## config.mk

```make
export PLATFORM = sky130hd
export DESIGN_NAME = frame_sync_deframer
export DESIGN_NICKNAME = d
export VERILOG_FILES = /design/src/rtl/frame_sync_deframer.sv
export SDC_FILE = /design/constraint.sdc
export NUM_CORES = 1
export LEC_CHECK = 0
export CAP_MARGIN = 40
export CORE_MARGIN = 5
export CORE_UTILIZATION = 35
export CTS_CLUSTER_DIAMETER = 80
export DETAILED_ROUTE_END_ITERATION = 8
export GPL_ROUTABILITY_DRIVEN = 0
export SETUP_SLACK_MARGIN = 0.05
export SKIP_CTS_REPAIR_TIMING = 1
export SLEW_MARGIN = 20
export SYNTH_ARGS = -nofsm -noshare
export SYNTH_HDL_FRONTEND = slang
export SYNTH_SLANG_ARGS = --single-unit
```

## constraint.sdc

```tcl
create_clock -name sys_clk -period 3.51 [get_ports sys_clk]
set_input_delay 0.5265 -clock sys_clk [delete_from_list [all_inputs] [get_ports sys_clk]]
set_output_delay 0.5265 -clock sys_clk [all_outputs]
set_load 0.03 [all_outputs]
```

## src/rtl/frame_sync_deframer.sv

```systemverilog
`default_nettype none
// ==========================================================================
// frame_sync_deframer : serial header hunt, multi-frame lock with flywheel,
//                       and payload extraction for the downstream decoder.
// Revision 1.0
// ==========================================================================
module frame_sync_deframer #(
  parameter int                  HEADER_W  = 4,
  parameter logic [HEADER_W-1:0] HEADER    = 4'b0110,
  parameter int                  PAYLOAD_W = 12,
  parameter int                  LOCK_CNT  = 3,
  parameter int                  MISS_CNT  = 2
) (
  input  logic                 sys_clk,
  input  logic                 sys_rst,
  input  logic                 bit_valid,
  input  logic                 bit_in,
  output logic [PAYLOAD_W-1:0] r_frame_data,
  output logic                 frame_valid,
  output logic                 frame_correct
);

  localparam int MAX_W = (HEADER_W > PAYLOAD_W) ? HEADER_W : PAYLOAD_W;
  localparam int BC_W  = $clog2(MAX_W);
  localparam int GC_W  = $clog2(LOCK_CNT + 1);
  localparam int MC_W  = $clog2(MISS_CNT + 1);

  localparam logic [BC_W-1:0] HDR_LAST  = BC_W'(HEADER_W - 1);
  localparam logic [BC_W-1:0] PAY_LAST  = BC_W'(PAYLOAD_W - 1);
  localparam logic [GC_W-1:0] GOOD_MAX  = GC_W'(LOCK_CNT);
  localparam logic [MC_W-1:0] MISS_LAST = MC_W'(MISS_CNT - 1);

  typedef enum logic [1:0] {
    HUNT    = 2'd0,
    PAYLOAD = 2'd1,
    HDR     = 2'd2
  } state_t;

  state_t               state_q, state_d;
  logic [HEADER_W-1:0]  hdr_sr_q, hdr_sr_d;
  logic [PAYLOAD_W-1:0] pay_sr_q, pay_sr_d;
  logic [BC_W-1:0]      bit_cnt_q, bit_cnt_d;
  logic [GC_W-1:0]      good_cnt_q, good_cnt_d;
  logic [MC_W-1:0]      miss_cnt_q, miss_cnt_d;
  logic [PAYLOAD_W-1:0] frame_data_q, frame_data_d;
  logic                 frame_valid_q, frame_valid_d;
  logic                 frame_correct_q, frame_correct_d;

  logic [HEADER_W-1:0]  w_hdr_next;
  logic                 w_match;

  // Match looks at the window including the bit arriving on this edge.
  assign w_hdr_next = {hdr_sr_q[HEADER_W-2:0], bit_in};
  assign w_match    = (w_hdr_next == HEADER);

  always_comb begin
    state_d         = state_q;
    hdr_sr_d        = hdr_sr_q;
    pay_sr_d        = pay_sr_q;
    bit_cnt_d       = bit_cnt_q;
    good_cnt_d      = good_cnt_q;
    miss_cnt_d      = miss_cnt_q;
    frame_data_d    = frame_data_q;
    frame_valid_d   = 1'b0;
    frame_correct_d = frame_correct_q;
    if (bit_valid) begin
      hdr_sr_d = w_hdr_next;
      case (state_q)
        HUNT: begin
          if (w_match) begin
            state_d    = PAYLOAD;
            bit_cnt_d  = '0;
            good_cnt_d = GC_W'(1);
            miss_cnt_d = '0;
            if (LOCK_CNT == 1) frame_correct_d = 1'b1;
          end
        end
        PAYLOAD: begin
          pay_sr_d = {pay_sr_q[PAYLOAD_W-2:0], bit_in};
          if (bit_cnt_q == PAY_LAST) begin
            state_d   = HDR;
            bit_cnt_d = '0;
            if (frame_correct_q) begin
              frame_data_d  = pay_sr_d;
              frame_valid_d = 1'b1;
            end
          end else begin
            bit_cnt_d = bit_cnt_q + 1'b1;
          end
        end
        HDR: begin
          if (bit_cnt_q != HDR_LAST) begin
            bit_cnt_d = bit_cnt_q + 1'b1;
          end else begin
            bit_cnt_d = '0;
            if (w_match) begin
              if (good_cnt_q != GOOD_MAX) good_cnt_d = good_cnt_q + 1'b1;
              miss_cnt_d = '0;
              state_d    = PAYLOAD;
              if (good_cnt_d == GOOD_MAX) frame_correct_d = 1'b1;
            end else if (frame_correct_q) begin
              // Flywheel: tolerate isolated bad headers until the miss budget runs out.
              if (miss_cnt_q == MISS_LAST) begin
                frame_correct_d = 1'b0;
                good_cnt_d      = '0;
                miss_cnt_d      = '0;
                state_d         = HUNT;
              end else begin
                miss_cnt_d = miss_cnt_q + 1'b1;
                state_d    = PAYLOAD;
              end
            end else begin
              good_cnt_d = '0;
              state_d    = HUNT;
            end
          end
        end
        default: state_d = HUNT;
      endcase
    end
  end

  always_ff @(posedge sys_clk or negedge sys_rst) begin
    if (!sys_rst) begin
      state_q         <= HUNT;
      hdr_sr_q        <= '0;
      pay_sr_q        <= '0;
      bit_cnt_q       <= '0;
      good_cnt_q      <= '0;
      miss_cnt_q      <= '0;
      frame_data_q    <= '0;
      frame_valid_q   <= 1'b0;
      frame_correct_q <= 1'b0;
    end else begin
      state_q         <= state_d;
      hdr_sr_q        <= hdr_sr_d;
      pay_sr_q        <= pay_sr_d;
      bit_cnt_q       <= bit_cnt_d;
      good_cnt_q      <= good_cnt_d;
      miss_cnt_q      <= miss_cnt_d;
      frame_data_q    <= frame_data_d;
      frame_valid_q   <= frame_valid_d;
      frame_correct_q <= frame_correct_d;
    end
  end

  assign r_frame_data  = frame_data_q;
  assign frame_valid   = frame_valid_q;
  assign frame_correct = frame_correct_q;

endmodule
`default_nettype wire

```

==> results of run 1 <==
## logic make-up (layout without fill, tap and decap cells)
group                    after synthesis  count (layout)
flip-flops                            38              38
multiplexers                          28              28
AO/OA/AOI/OAI                         22              22
buffers and inverters                  8              31
AND/OR/NAND/NOR                       30              30
adder cells (fa/ha/maj)                5               5
XOR/XNOR                               1               1
## cell usage in the layout (no fill, tap or decap), types with 2 or more instances in the layout
cell | netlist | layout
nor2_1 | 2 | 2
nand3_1 | 2 | 2
inv_1 | 5 | 5
mux2_2 | 18 | 18
dfrtp_1 | 38 | 38
nand2_1 | 7 | 7
mux2_4 | 9 | 9
o21ai_0 | 7 | 7
ha_1 | 5 | 5
bufinv_16 | 0 | 2
nor3b_1 | 2 | 2
nand2b_1 | 2 | 2
a21oi_1 | 4 | 4
clkdlybuf4s50_1 | 0 | 17
clkbuf_8 | 0 | 5
## flip-flops by register name, summed over array words and instances (netlist names)
name,count
bit_cnt_q,4
frame_correct,1
frame_valid,1
good_cnt_q,2
hdr_sr_q,3
miss_cnt_q,2
pay_sr_q,11
r_frame_data,12
state_q,2
## report_power, final
| group | switching (mW) | leakage, nW | internal (mW) | total (mW) |
|---|---|---|---|---|
| Combinational | 0.164 | 0.400 | 0.172 | 0.336 |
| Sequential | 0.0735 | 0.503 | 0.525 | 0.599 |
| Clock | 0.155 | 0.0683 | 0.285 | 0.439 |
| Total | 0.392 | 0.971 | 0.982 | 1.37 |
## synth_stat cells, drive strengths merged
| master | instances | area, um^2 |
|---|---|---|
| o31ai | 1 | 7.51 |
| and2 | 2 | 15.0 |
| ha | 5 | 62.6 |
| dfrtp | 38 | 951 |
| a211oi | 1 | 7.51 |
| or2 | 1 | 6.26 |
| a31oi | 1 | 6.26 |
| o221a | 1 | 11.3 |
| inv | 5 | 18.8 |
| o21ai | 7 | 35.0 |
| and4bb | 3 | 41.3 |
| a211o | 1 | 8.76 |
| nor2 | 2 | 7.51 |
| nand2b | 2 | 12.5 |
| nor3 | 3 | 31.3 |
| nor4b | 1 | 8.76 |
| nand2 | 8 | 32.5 |
| buf | 3 | 30.0 |
| a22o | 1 | 8.76 |
| nand4bb | 1 | 27.5 |
| nand3 | 2 | 10.0 |
| nand4b | 1 | 8.76 |
| a2bb2oi | 1 | 8.76 |
| a21oi | 4 | 20.0 |
| xor2 | 1 | 8.76 |
| mux2 | 28 | 349 |
| a21o | 1 | 8.76 |
| nor3b | 2 | 15.0 |
| a21boi | 2 | 18.8 |
| nor2b | 2 | 15.0 |
| o211ai | 1 | 7.51 |
## layout make-up
cell class	instances	area, um^2	share of cell area [%]
Clock inverter	3	68.8	3.17
Clock buffer	5	68.8	3.17
Timing Repair Buffer	18	178	8.18
Inverter	5	18.8	0.864
Tap cell	70	87.6	4.03
Sequential cell	38	951	43.8
Multi-Input combinational cell	86	801	36.8
## path summary, 6_finish.rpt
path,to,slack (ps),cells past startpoint
setup / recovery,r_frame_data[1]$_DFFE_PN0P_,930,4
hold / removal,bit_cnt_q[1]$_DFFE_PN0P_,510,2
setup reg to reg,r_frame_data[1]$_DFFE_PN0P_,1150,5
hold reg to reg,bit_cnt_q[1]$_DFFE_PN0P_,510,2
max in group asynchronous,state_q[1]$_DFFE_PN0P_,2510,2
min in group asynchronous,r_frame_data[8]$_DFFE_PN0P_,670,2
## critical path, cell delays in order
cell and delay (ps):
clkdlybuf4s50_1 670, nand2_1 420, nor3_4 720, mux2_2 410
## metrics by stage
step / worst slack, ps / instances / instance area, um^2 / utilization [%] / hold slack (ps)
6_report: 927 / 225 / 2170 / 43.1 / 512
2_1_floorplan: 1890 / 132 / 1800 / - / 231
4_1_cts: 910 / 225 / 2170 / 43.1 / 515
3_5_place_dp: 604 / 217 / 2040 / 40.4 / 497
3_3_place_gp: 765 / 217 / 2040 / 40.4 / 487
5_1_grt: 805 / 225 / 2170 / 43.1 / 537
## per-layer routing
| metal | GRT usage [%] | share of wire (%) |
|---|---|---|
| met1 | 12.9 | 44 |
| met5 | 0 | 0 |
| met2 | 19.1 | 49 |
| met4 | 3.65 | 1.8 |
| met3 | 3.62 | 4.6 |
==> results.md, run 1 <==
* Vias in the first global route at 1207
* Global Route Usage Sum at 11.1%
* Core Region at 5040 um^2
* Peak Freq at 387 MHz
* GRT overflow at 0
* Worst Path Required at 3680 ps
* Syn avg cell area at 13.6 um^2
* Crit Path Class: primary input to flop
* Clk Latency, worst-skew pair at 290 ps
* Setup violators final at 0
* PwrDens at 632 nW/um^2
* Cell Area, Synth at 1800 um^2
* Area Overhead vs Synth at 20.7%
* CTS clk-pin slew, worst paths at 70 ps
* Setup Skew at 6.83 ps
* Routed vias/inst at 4.83
* Hold Crit Class: flop to flop
* Initial core utilization at 35.7%
* Distinct cells, synth at 42
* XOR/XNOR Fraction of Synth Area at 0.486%
* Synth Area in Adders at 3.47%
* RSZ-0062 raised after global routing: no
* Pin count of the biggest net entering global routing at 39
* Slew margin rel. at 49.5%
* Tcrit/Tclk final at 73.6%
* Data arrival, critical path at 2750 ps
* Simple-gate share of the synthesized area at 12.9%
* DRC at 0
* Average wire per standard cell at 14.4 um
* Setup TNS at 0 ps
* First-pass GRT wire length at 5680 um
* Seq/Total Area, Yosys at 52.8%
* Nets at 163
* PortBufs at 17
* Die Wd at 81.7 um
* Final Hold Vio Count at 0
* Crit path max fanout at 13
* Boundary pin count at 18
* Vias at 1086
* Worst Setup End Kind: flop
* # fillers at 463
* Final Power at 1.37 mW
* Min cycle time layout at 2580 ps
* Synth Warn # at 0
* Reg2reg start: state_q[1]$_DFFE_PN0P_
* FF+latch count, synth at 38
* Longest Clk Path Bufs at 2
* Die area at 6680 um^2
* Status: complete, no violations
* Post-synthesis compound-gate area fraction at 8.27%
* Hold_sp: bit_cnt_q[1]$_DFFE_PN0P_
* CTS tree: done
* Worst-Margin Slew at 755 ps
* Cells after Synth at 132
* N_diodes at 0
* Max-cap violations at 0
* Num CTS Buffers at 5
* Iter 0 DRT Violations at 23
* Worst setup SP type: primary input
* Routed WL at 3250 um
* Max IR drop VDD at 0.278 mV
* Layout cells sized above 1 at 31.0%
* Placement Rows at 26
* Net Count, Synth at 141
* Hpwl dp at 2370 um
* Pleak at 0.971 nW
* Post-synthesis mux area share at 19.4%
* H-tree depth at 2
* Die H at 81.7 um
* Main combinational cell family by area after synthesis: multiplexers
* Final Max Slew Viols at 0
* Critical path origin: bit_valid
* ANT nets after route at 0
* Clk root buf: clkbuf_8
* # clock sinks at 38
* Initial antenna violation count at 0
* DR pass1 iterations at 4
Power figures use the tool's default switching activity.
==> run 2: changes to the inputs <==
==> constraint.sdc (replaced) <==
create_clock -name sys_clk -period 2.19 [get_ports sys_clk]
set_input_delay 0.3285 -clock sys_clk [delete_from_list [all_inputs] [get_ports sys_clk]]
set_output_delay 0.3285 -clock sys_clk [all_outputs]
set_load 0.03 [all_outputs]
==> results.md, run 2 (synthesis results as in run 1) <==
* CTS tree: done
* Commonest cells after routing, fill and taps aside: 38 x dfrtp_1, 18 x mux2_2, 17 x clkdlybuf4s50_1
* Most common cell after layout, fill and taps aside: dfrtp_1
* Part of the power in the clock network at 23.2% (-8.8 points)
* NetSw at 612 uW (+56%)
* Final Hold Vio Count at 0 (unchanged)
* Final Max Slew Viols at 0 (unchanged)
* GRT overflow at 0 (unchanged)
* Routed WL at 3140 um (-3.5%)
* CP Buf/Inv Count at 1 (unchanged)
* DRC at 0 (unchanged)
* Peak Freq at 534 MHz
* Hpwl dp at 2300 um (-3.0%)
* Pin count of the biggest net entering global routing at 39 (unchanged)
* Longest Clk Path Bufs at 2 (unchanged)
* Slowest stage delay, CP at 740 ps (+20 ps)
* Slowest cell on the critical path: clkdlybuf4s50_1
* CTS clk-pin slew, worst paths at 70 ps (about the same)
* P_int at 1.34 mW (+36%)
* N_diodes at 0 (unchanged)
* Comb pwr share at 27.8% (+3.3 points)
* Routed vias/inst at 4.81 (-0.42%)
* Tcrit/Tclk final at 85.5%
* Worst Setup End Kind: output port
* Worst-Margin Slew at 477 ps (-278 ps)
* Min cycle time layout at 1870 ps
* Core Region at 5040 um^2 (unchanged)
* Die Wd at 81.7 um (unchanged)
* Layout cells sized above 1 at 31.8% (+0.88 points)
* Placement Rows at 26 (unchanged)
* Data arrival, critical path at 1540 ps (-1210 ps)
* PwrDens at 913 nW/um^2 (+44%)
* Num CTS Buffers at 5 (unchanged)
* Nets at 166 (+1.8%)
* Average wire per standard cell at 13.8 um (-4.4%)
* Initial core utilization at 35.7% (unchanged)
* Vias in the first global route at 1185 (-1.8%)
* PortBufs at 17 (unchanged)
* Vias at 1091 (+0.46%)
* Setup Skew at 6.42 ps (-0.412 ps)
* ANT nets after route at 0 (unchanged)
* Worst setup margin at 318 ps (-609 ps)
* Die H at 81.7 um (unchanged)
* Iter 0 DRT Violations at 21 (-8.7%)
* Worst Path Required at 1860 ps (-1820 ps)
* RSZ-0062 raised after global routing: no
* Status: complete, no violations
* Die area at 6680 um^2 (unchanged)
* Critical-path cell list: clkdlybuf4s50_1
* # clock sinks at 38 (unchanged)
* Switching fraction of total power at 31.4% (+2.8 points)
* Area Overhead vs Synth at 18.7%
* Crit Path Class: flop to output port
* Setup violators final at 0 (unchanged)
* Boundary pin count at 18 (unchanged)
* Clk Latency, worst-skew pair at 290 ps (about the same)
* Post-Place Worst Slack at 232 ps (-372 ps)
* Max-cap violations at 0 (unchanged)
* Setup TNS at 0 ps (unchanged)
* First-pass GRT wire length at 5580 um (-1.8%)
* Clk root buf: clkbuf_8
* DR pass1 iterations at 4 (unchanged)
* Top delay family on crit path: buffers and inverters
* Crit path max fanout at 9 (-4)
* Worst setup SP type: flop
* Pleak at 0.961 nW (-1.0%)
* Max reg flops at 12 (unchanged)
* H-tree depth at 2 (unchanged)
* Global Route Usage Sum at 11.0% (-0.12 points)
* Max IR drop VDD at 0.423 mV (+52%)
* Initial antenna violation count at 0 (unchanged)
* Hold Crit Class: primary input to asynchronous set/reset pin
* Slew margin rel. at 68.2% (+19 points)
* Seq pwr share at 49.0% (+5.4 points)
run 2: changes by cell type in the layout (fill, tap and decap cells not counted):
cell / delta
clkinv_2: +2
clkinv_4: -1
bufinv_16: -2
buf_4: +3
run 2: path summary, 6_finish.rpt:
| check | from | endpoint | slack, ps | cells after the start |
|---|---|---|---|---|
| min reg2reg | pay_sr_q[10]$_DFFE_PN0P_ | pay_sr_q[10]$_DFFE_PN0P_ | 510 | 1 |
| min in group sys_clk | pay_sr_q[10]$_DFFE_PN0P_ | pay_sr_q[10]$_DFFE_PN0P_ | 510 | 1 |
| max in group asynchronous | sys_rst | hdr_sr_q[0]$_DFFE_PN0P_ | 1390 | 2 |
| max reg2reg | state_q[0]$_DFFE_PN0P_ | state_q[0]$_DFFE_PN0P_ | 450 | 6 |
| max | frame_correct$_DFFE_PN0P_ | frame_correct | 320 | 1 |
| min | sys_rst | r_frame_data[8]$_DFFE_PN0P_ | 470 | 2 |
run 2: cell type report:
type,instances,area [um^2]
inverters,5,18.8
repair buffers,21,200
clock inverters,2,10.0
flip-flops and latches,38,951
multi-input cells,86,801
fillers,479,2910
well taps,70,87.6
clock buffers,5,68.8
run 2: stage by stage:
stage	hold slack [ps]	total power [mW]	cells	cell area, um^2	utilization (%)
final	465	1.95	227	2140	42.4
after global routing	506	2.09	227	2140	42.4
after CTS	482	1.98	227	2140	42.4
after detailed placement	493	1.52	220	2060	40.8
after global placement	487	1.49	220	2060	40.8
after floorplan	32.9	1.37	132	1800	-
run 2: worst reg2reg max path: cells and delay by family (launching register included):
kind                     cells  cell delay [ps]
AND/OR/NAND/NOR              3              540
adder cells (fa/ha/maj)      1              280
flip-flops                   1              390
buffers and inverters        1               80
multiplexers                 1              340
run 2: metal layers:
metal	GRT usage, %	up-vias	share of wire (%)
met2	18.7	19	49
met1	12.5	543	45
li1	-	526	-
met4	4.49	0	1.4
met3	3.84	3	4.5
met5	0	-	0
run 2: power groups by stage:
stage	registers, mW	logic [mW]	clock network (mW)
finish	0.956	0.543	0.452
detailed placement	0.969	0.547	0
global route	0.977	0.615	0.502
floorplan	0.933	0.439	0
CTS	0.956	0.549	0.472
global placement	0.964	0.529	0
==> run 3: changes to the inputs <==
==> constraint.sdc (replaced) <==
create_clock -name sys_clk -period 1.5 [get_ports sys_clk]
set_input_delay 0.225 -clock sys_clk [delete_from_list [all_inputs] [get_ports sys_clk]]
set_output_delay 0.225 -clock sys_clk [all_outputs]
set_load 0.03 [all_outputs]
==> results.md, run 3 (synthesis results as in run 1) <==
* Status: finished, violations left
* Failing checks: setup timing
* Tcrit/Tclk final at 112%
* First-pass GRT wire length at 5780 um (+3.6%)
* Slowest cell on the critical path: dfrtp_2
* Worst hold margin at 316 ps (-149 ps)
* Hpwl dp at 2400 um (+4.3%)
* Reg2Reg Depth at 6 (unchanged)
* Routed WL at 3410 um (+8.7%)
* Final Max Slew Viols at 0 (unchanged)
* # clock sinks at 38 (unchanged)
* Vias in the first global route at 1219 (+2.9%)
* Initial antenna violation count at 0 (unchanged)
* Routed vias/inst at 4.73 (-1.6%)
* Average wire per standard cell at 13.9 um (+0.69%)
* Die H at 81.7 um (unchanged)
* Clk Latency, worst-skew pair at 290 ps (about the same)
* Min cycle time layout at 1670 ps
* Final Hold Vio Count at 0 (unchanged)
* N_diodes at 0 (unchanged)
* Worst setup SP type: flop
* GRT overflow at 0 (unchanged)
* Nets at 183 (+10%)
* Slowest stage delay, CP at 440 ps (-300 ps)
* Setup Skew at 7.45 ps (+1.03 ps)
* Hold Crit Class: primary input to asynchronous set/reset pin
* Initial core utilization at 35.7% (unchanged)
* Vias at 1159 (+6.2%)
* ANT nets after route at 0 (unchanged)
* CTS tree: done
* DR pass1 iterations at 4 (unchanged)
* Top delay family on crit path: simple AND/OR/NAND/NOR gates
* PwrDens at 1390 nW/um^2 (+52%)
* Clk root buf: clkbuf_8
* Slew margin rel. at 70.7% (+2.5 points)
* Worst-Margin Slew at 438 ps (-39.4 ps)
* Area Overhead vs Synth at 33.8%
* Commonest cells after routing, fill and taps aside: 37 x dfrtp_1, 18 x buf_4, 17 x mux2_2
* Die Wd at 81.7 um (unchanged)
* PortBufs at 17 (unchanged)
* Final Util at 47.8% (+5.4 points)
* Max reg flops at 12 (unchanged)
* CTS clk-pin slew, worst paths at 80 ps (about the same)
* RSZ-0062 raised after global routing: yes
* Num CTS Buffers at 5 (unchanged)
* Crit path max fanout at 4 (-5)
* Reg2Reg Setup Slack at -170 ps (-620 ps)
* Setup violators final at 20 (+20)
* Worst Setup End Kind: flop
* Boundary pin count at 18 (unchanged)
* DRC at 0 (unchanged)
* Peak Freq at 598 MHz
* Data arrival, critical path at 1840 ps (+300 ps)
* Layout cells sized above 1 at 45.7% (+14 points)
* Pleak at 1.32 nW (+38%)
* Global Route Usage Sum at 11.2% (+0.24 points)
* Worst setup margin at -173 ps (-491 ps)
* H-tree depth at 2 (unchanged)
* Worst Path Required at 1670 ps (-190 ps)
* Placed instance area at 2200 um^2 (+7.0%)
* Max-cap violations at 0 (unchanged)
* Most common cell after layout, fill and taps aside: dfrtp_1
* Reg2reg start: state_q[0]$_DFFE_PN0P_
* Critical-path cell list: inv_2, ha_2, and4bb_2, nor3_4, nor2b_4, mux2_4
* Crit Path Class: flop to flop
* Pin count of the biggest net entering global routing at 39 (unchanged)
* CP Buf/Inv Count at 1 (unchanged)
* Capture point of the worst reg-to-reg path: state_q[0]$_DFFE_PN0P_
* Placement Rows at 26 (unchanged)
* Design area at 2410 um^2 (+13%)
* Iter 0 DRT Violations at 31 (+48%)
* Longest Clk Path Bufs at 2 (unchanged)
* Core Region at 5040 um^2 (unchanged)
* Die area at 6680 um^2 (unchanged)
* Max IR drop VDD at 0.443 mV (+4.6%)
[run 3: cell count changes in the layout (fill, tap and decap cells not counted), moves of 2 or more]
cell	delta
ha_2	+3
o21ai_0	-3
ha_1	-4
dlymetal6s2s_1	+14
o21ai_1	+3
inv_2	+2
inv_1	-2
buf_12	+2
mux2_4	+2
clkdlybuf4s50_1	-14
buf_4	+14
[run 3: worst max-delay path by stage]
stage / start / endpoint / slack, ps / cells past startpoint
final: state_q[0]$_DFFE_PN0P_ / state_q[0]$_DFFE_PN0P_ / -170 / 6
after global routing: state_q[0]$_DFFE_PN0P_ / bit_cnt_q[3]$_DFFE_PN0P_ / -240 / 7
after CTS: frame_correct$_DFFE_PN0P_ / frame_correct / -190 / 1
after detailed placement: bit_in / state_q[1]$_DFFE_PN0P_ / -250 / 5
after global placement: bit_in / state_q[0]$_DFFE_PN0P_ / -210 / 5
after floorplan: state_q[1]$_DFFE_PN0P_ / r_frame_data[10]$_DFFE_PN0P_ / -90 / 6
[run 3: per-stage QoR]
stage          power [mW]  cells  setup slack [ps]  setup TNS, ps
6_report             3.35    245              -173          -1500
5_1_grt              3.57    245              -240          -3360
4_1_cts              3.20    243              -191          -3410
3_5_place_dp         2.45    235              -249          -3430
3_3_place_gp         2.38    235              -213          -2860
2_1_floorplan        2.01    132             -87.9           -951
[run 3: where the power goes]
group	switching (mW)	total (mW)	internal [mW]	leakage, nW
clock network	0.355	0.724	0.369	0.0472
logic	0.527	1.23	0.699	0.773
registers	0.165	1.40	1.23	0.502
[run 3: area by class of cell]
type	count	area, um^2
Inverter	5	18.8
Sequential cell	38	952
Tap cell	70	87.6
Timing Repair Buffer	38	392
Multi-Input combinational cell	86	865
Fill cell	442	2630
Clock buffer	6	82.6
Clock inverter	2	12.5
[run 3: layer usage]
metal,global-route usage [%],wire (um),up-vias
met3,3.29,155,6
met2,18.7,1690,26
met5,0,0,-
li1,-,-,559
met1,13.9,1510,568
met4,3.65,48,0
